<file path="config.mk">
export PLATFORM = sky130hd
export DESIGN_NAME = arb_mux_n
export DESIGN_NICKNAME = d
export VERILOG_FILES = /design/src/rtl/arb_mux_n.sv
export SDC_FILE = /design/constraint.sdc
export NUM_CORES = 1
export LEC_CHECK = 0
export ABC_AREA = 1
export CAP_MARGIN = 30
export CORE_ASPECT_RATIO = 1.1
export CORE_UTILIZATION = 34
export CTS_CLUSTER_DIAMETER = 60
export DETAILED_ROUTE_END_ITERATION = 6
export HOLD_SLACK_MARGIN = 0.06
export PLACE_DENSITY = 0.82
export SYNTH_ARGS = -nofsm -noshare
export SYNTH_HDL_FRONTEND = slang
export SYNTH_SLANG_ARGS = --single-unit
</file>
<file path="constraint.sdc">
create_clock -name clk -period 2.2 [get_ports clk]
set_input_delay 0.66 -clock clk [delete_from_list [all_inputs] [get_ports clk]]
set_output_delay 0.66 -clock clk [all_outputs]
set_load 0.02 [all_outputs]
</file>
<file path="src/rtl/arb_mux_n.sv">
// rtl/arb_mux_n.sv - N-channel arbitrating mux with a registered valid/ready output stage
module arb_mux_n #(
  parameter int WIDTH = 32,
  parameter int N     = 4,
  parameter int MODE  = 0,
  parameter int SELW  = 2
) (
  input  logic               clk,
  input  logic               reset,
  input  logic [N*WIDTH-1:0] in_data,
  input  logic [N-1:0]       in_valid,
  output logic [N-1:0]       in_ready,
  input  logic [SELW-1:0]    sel,
  output logic [WIDTH-1:0]   out_data,
  output logic               out_valid,
  input  logic               out_ready,
  output logic [SELW-1:0]    out_src
);
  localparam logic [SELW-1:0] LAST = SELW'(N - 1);

  logic             r_out_valid;
  logic [WIDTH-1:0] r_out_data;
  logic [SELW-1:0]  r_out_src;
  logic [SELW-1:0]  r_ptr;

  logic             w_load_en;
  logic             w_has_cand;
  logic [SELW-1:0]  w_cand;
  logic [WIDTH-1:0] w_cand_data;

  assign w_load_en = !r_out_valid || out_ready;

  // sel values at or beyond N match no channel, so they yield no candidate
  always_comb begin
    int idx;
    w_has_cand = 1'b0;
    w_cand     = '0;
    idx        = 0;
    if (MODE == 0) begin
      for (int i = 0; i < N; i++) begin
        if (sel == SELW'(i) && in_valid[i]) begin
          w_has_cand = 1'b1;
          w_cand     = SELW'(i);
        end
      end
    end else begin
      for (int k = 0; k < N; k++) begin
        idx = int'(r_ptr) + k;
        if (idx >= N) idx = idx - N;
        if (!w_has_cand && in_valid[idx]) begin
          w_has_cand = 1'b1;
          w_cand     = idx[SELW-1:0];
        end
      end
    end
  end

  always_comb begin
    w_cand_data = '0;
    for (int i = 0; i < N; i++) begin
      if (w_cand == SELW'(i)) w_cand_data = in_data[i*WIDTH +: WIDTH];
    end
  end

  always_comb begin
    in_ready = '0;
    for (int i = 0; i < N; i++) begin
      if (!reset && w_load_en && w_has_cand && w_cand == SELW'(i)) in_ready[i] = 1'b1;
    end
  end

  always_ff @(posedge clk or posedge reset) begin
    if (reset) begin
      r_out_valid <= 1'b0;
      r_out_data  <= '0;
      r_out_src   <= '0;
      r_ptr       <= '0;
    end else if (w_load_en) begin
      if (w_has_cand) begin
        r_out_valid <= 1'b1;
        r_out_data  <= w_cand_data;
        r_out_src   <= w_cand;
        r_ptr       <= (w_cand == LAST) ? '0 : w_cand + 1'b1;
      end else begin
        r_out_valid <= 1'b0;
      end
    end
  end

  assign out_valid = r_out_valid;
  assign out_data  = r_out_data;
  assign out_src   = r_out_src;

endmodule

</file>
==> flow_summary.toml <==
[clock_network]
ctsHoldBuffers = 0
cts_tree = "built"
cts_max_path_buffers = 2
clk_latency_ns = 0.28
cts_inserted_buffers = 5
cts_max_level = 2
cts.clk_slew.worst_paths_ns = 0.07
cts.sinks = 35
cts_root_buf = "clkbuf_8"

[synthesis]
ys_types = 16
synth_area_leader_cell = "dfrtp_1"
synth_area_sq_mm = 0.00223
postSynthAreaPerCell_sq_um = 6.33
yosys.area.top_type_share = 0.393
ys_seq_elements = 35
async_flop_share = 1.00
ys.flop_type = "dfrtp_1"
synth_edf_count = 0
synth_nets = 489
synth_area_leaders = "dfrtp_1 39%, nand2_1 30%, nand3_1 6.3%, o22ai_1 6.2%, nor2_1 5.4%"
seq_area_frac_synth = 0.393
syn-instance-count = 352
yosysMostFrequentCell = "nand2_1"
synth_common_cells = "180 x nand2_1, 35 x dfrtp_1, 32 x nor2_1"
ys_warn_count = 0

[grt]
busiest_layer = "met2"
use_met2 = 0.502
grt_use_met1 = 0.274
grt.overflow.total = 0
grtUsageMet3 = 0.0513
track_usage = 0.259
antenna_found_initial = 0
grt_pass1_wl_um = 13800
grt_pass1_vias = 3022
grt_start_max_net_pins = 61

[sta]
tightest_slew_ns = 0.576
hold_ws_ns = 0.481
period_share = 0.987
max_freq_mhz = 461
final_max_slew_viol_count = 0
final-hold-violation-count = 0
relSlewSlack = 0.616
setup_total_negative_slack_ns = 0
period_needed_ns = 2.17
rsz0062_at_grt = "yes"
setup_viol = 0
finClkSkew_ns = 0.00309

[routing]
detail-route-antenna-nets = 0
vias = 3101
drcViolationCount = 0
wl_per_cell_um = 14.5
first_pass_iters = 4
drt-vias-per-instance = 5.03
drt_iter0_drc = 168
wl_um = 8910

[cells_and_area]
diodes = 0
fill_cells = 530
final_cell_area_sq_mm = 0.00430
multi_input_area_sq_mm = 0.00127
drive_above_1_share = 0.0896
fin_cells = 616
syn_to_final_growth_pct = 92.9
nets = 672
seqCellArea_sq_um = 876

[worst_setup_path]
r2r-start = "out_valid$_DFFE_PP0N_"
crit_path_max_fanout = 32
cp.arrival_ns = 1.51
endpoint_kind = "primary output"
critPathRequiredTime_ns = 1.54
rrSetupSlack_ns = 0.54
r2r_end = "out_data[6]$_DFFE_PP0P_"
cp-startpoint = "in_valid[2]"
critPathKind = "input pin to primary output"
cp-start-kind = "input pin"
r2r_cells = 9

[placed_design]
place_hpwl_um = 6470
port_buffers = 175
placed_cell_area_sq_mm = 0.00415
gp_congestion = 0.814
dp_cells = 603

[hold_path]
hold_path.class = "register to register"
min-delay-start = "out_data[13]$_DFFE_PP0P_"
holdPathStages = 2
hold_end = "out_data[13]$_DFFE_PP0P_"

[floorplan]
die_w_um = 79.2
ios = 176
die_height_um = 86.9
initial_core_util = 0.356
design.die.area_sq_mm = 0.00689
row_count = 30
fp.coreArea_sq_mm = 0.00627

[pwr]
p_per_area_mw_per_mm2 = 590
power_leakage_nw = 2.04
peakVddDrop_mv = 0.362
power_w = 0.00254

[run]
maxCapViolations = 0

[outcome]
status = "complete, no violations"
worst max path at each step:
| stage | to | depth (start not counted) |
|---|---|---|
| finish | in_ready[2] | 5 |
| global route | in_ready[0] | 9 |
| CTS | in_ready[1] | 9 |
| detailed placement | in_ready[1] | 9 |
| global placement | in_ready[0] | 9 |
| floorplan | in_ready[1] | 7 |
cell type report:
class,count,share of cell area
clock buffer,7,0.0177
clock inverter,1,0.00116
inverter,13,0.0131
multi-input combinational,284,0.296
sequential,35,0.204
tap,80,0.0233
timing repair buffer,196,0.445
flip-flops by register name (all words and copies together) (netlist names):
signal,cells
out_valid,1
out_data,32
out_src,2
metrics by stage:
stage          utilization  setup WS, ns
2_1_floorplan            -       -0.0101
5_1_grt              0.686      -0.00170
6_report             0.686        0.0292
3_3_place_gp         0.662         -1.00
4_1_cts              0.683       -0.0222
3_5_place_dp         0.662         -1.03
report_power, final:
part | internal [W] | leakage, nW | switching [W]
Combinational | 0.000625 | 1.56 | 0.000582
Sequential | 0.000796 | 0.434 | 0.0000868
Clock | 0.000222 | 0.0422 | 0.000227
Total | 0.00164 | 2.04 | 0.000896
layout by cell type, fill, tap and decap left out, drive strengths merged:
master	n
buf	30
clkbuf	7
clkdlybuf4s15	2
clkdlybuf4s50	163
clkinv	3
dfrtp	35
dlymetal6s2s	1
inv	11
nand2	180
nand3	30
nand3b	1
nand4	16
nor2	32
o21ai	3
o22ai	22
cell families (layout without fill, tap and decap cells):
family | after synthesis | after routing | share of synthesized area
AO/OA/AOI/OAI | 25 | 25 | 0.0701
buffers and inverters | 33 | 217 | 0.0600
flip-flops | 35 | 35 | 0.393
AND/OR/NAND/NOR | 259 | 259 | 0.477
per-layer routing:
metal	wire (um)	vias to the layer above
li1	-	1507
met1	3330	1410
met2	4690	169
met3	735	15
met4	161	0
met5	0	-
critical path: stages:
cell and delay [ns]:
buf_2 0.13, nand3_4 0.11, buf_4 0.36, nor2_1 0.08, buf_2 0.17
what timing repair did:
item / in CTS / in global routing
gates resized for setup: 57 / 6
endpoints found under the setup margin: 36 / 4
setup buffers: 5 / 1
pin swaps: 9 / 6
Note: power is estimated with default switching activity, not from simulation.
==> RTL edit: new RTL, same settings <==
Make the reset (`reset`) synchronous in one clocked block.
--- a/src/rtl/arb_mux_n.sv
+++ b/src/rtl/arb_mux_n.sv
@@ -71,3 +71,3 @@
 
-  always_ff @(posedge clk or posedge reset) begin
+  always_ff @(posedge clk) begin
     if (reset) begin
Function: differs if reset is asserted again (counterexample within 4 cycles, from zero or initial values and one cycle with reset high); with reset held inactive, the same outputs for 10 cycles.
==> RTL edit against the unedited design <==
Register-to-register slack better by 300 ps. Largest cell class unchanged. Hold slack worse by 13 ps. Synthesized cell count is 6.0% higher. Sequential share of layout area is 4.3 points lower. Sequential cell count stayed put. Cell area is 1.3% higher. Routed wire length is 3.3% higher. Utilization is 0.48 points higher. Critical path type unchanged. Synthesized area is 1.6% higher. Total power is 17% lower. Setup slack better by 12 ps.
==> RTL edit: results (changes against the unedited design) <==
status=finished clean (unchanged); grt met2 use=50.51% (was 50.16%); Post-synth top cells=nand2_1 (128), nand3_1 (47), dfxtp_1 (35) (was nand2_1 (180), dfrtp_1 (35), nor2_1 (32)); M3 GR Usage=5.729% (was 5.131%); post-synthesis sequential area ratio=30.92% (was 39.28%); vias in the first global route=3,220 (was 3,022); Peak supply drop=0.2915 mV (was 0.3615 mV); Hold WC Path Type=flip-flop to flip-flop (unchanged); Leak=1.925 nW (was 2.038 nW); Place WS=-1022 ps (was -1027 ps); Starting DRT DRC Count=173 (was 168); Post-Syn Nets=510 (was 489); Inserted Diodes=0 (unchanged); ys flop type=dfxtp_1 (was dfrtp_1); Via Count=3,269 (was 3,101); fraction of layout cells with a size suffix above 1=12.19% (was 8.955%); fin nets=694 (was 672); antenna violations before repair=0 (unchanged); Async SR Flop Fraction=0% (was 100.0%); drt pass-1 iters=5 (was 4); largest net degree at the start of global routing=34 (was 61); hpwl dp=6.777 mm (was 6.474 mm); routability cong.=0.8281 (was 0.8142); fill count=533 (was 530); clk root buf=clkbuf_8 (unchanged); library cells used by synthesis=18 (was 16); Yosys warning total=0 (unchanged); synth top area cells=dfxtp_1 (31%), nand2_1 (21%), nand3_1 (10%), nand3b_1 (6.6%), o22ai_1 (5.5%) (was dfrtp_1 (39%), nand2_1 (30%), nand3_1 (6.3%), o22ai_1 (6.2%), nor2_1 (5.4%)); wire per inst=14.43 um (was 14.46 um); normalized max-slew margin=73.07% (was 61.57%); first-pass GRT wire length=14.15 mm (was 13.81 mm); GR Util met1=26.78% (was 27.37%); Int Pwr=1.448 mW (was 1.643 mW); GRT Overall Usage=26.01% (was 25.90%); CP Max Fanout=4 (was 32); max reg flops=32 (unchanged); Post-Route Skew=8.511 ps (was 3.092 ps)
## RTL edit: cells by family after synthesis
| family | count (synthesis) | synth area share (%) |
|---|---|---|
| AOI/OAI and AO/OA | 44 | 10.99 |
| buffers and inverters | 50 | 9.331 |
| DFF | 35 | 30.92 |
| and+or+nand+nor | 244 | 48.76 |
## RTL edit: path summary, 6_finish.rpt
| kind | startpoint | end | slack (ps) | cells past startpoint |
|---|---|---|---|---|
| max | in_valid[0] | in_ready[1] | 40 | 8 |
| min | out_data[26]$_SDFFE_PP0P_ | out_data[26]$_SDFFE_PP0P_ | 470 | 2 |
| max reg2reg | out_valid$_SDFFE_PP0N_ | out_data[24]$_SDFFE_PP0P_ | 840 | 9 |
| min reg2reg | out_data[26]$_SDFFE_PP0P_ | out_data[26]$_SDFFE_PP0P_ | 470 | 2 |
## RTL edit: timing repair
action	4_1_cts	5_1_grt
buffers inserted	3	1
hold endpoints to repair	0	0
setup endpoints to repair	21	4
pin swaps	8	8
cloned	0	0
gates resized for setup	55	9
## RTL edit: final cells by class
class | instances | share of cell area, %
clock buffers | 8 | 2.297
inverters | 24 | 2.096
multi-input cells | 288 | 32.50
flip-flops and latches | 35 | 16.08
well taps | 80 | 2.297
repair buffers | 203 | 44.73
## RTL edit: critical path, stage by stage
cell and delay (ps):
clkdlybuf4s15_1 200, nand2_1 70, nand2_2 90, nor2_4 50
nor2_4 130, inv_2 80, nor2_4 100, buf_6 120
## RTL edit: through the flow
stage	area [um2]	power (mW)	hold WS [ps]	cells	setup TNS [ps]
floorplan	2283	1.109	529.9	373	0
global placement	4212	1.572	447.1	628	-12700
CTS	4353	2.108	472.5	638	0
global route	4358	2.220	493.6	638	-0.3550
detailed placement	4212	1.587	460.1	628	-14290
finish	4358	2.096	468.6	638	0
## RTL edit: per-layer routing
layer,wire [um],part of all wire [%],vias up
met4,257,2.8,0
met2,4808,52,142
met3,722,7.8,24
met1,3415,37,1500
met5,0,0,-
li1,-,-,1603
## RTL edit: power by group through the flow
stage	Combinational, mW	Sequential [mW]	Clock (mW)
after floorplan	0.284	0.824	0
after global placement	0.828	0.744	0
after detailed placement	0.840	0.747	0
after CTS	0.848	0.733	0.527
after global routing	0.920	0.741	0.559
final	0.849	0.733	0.514
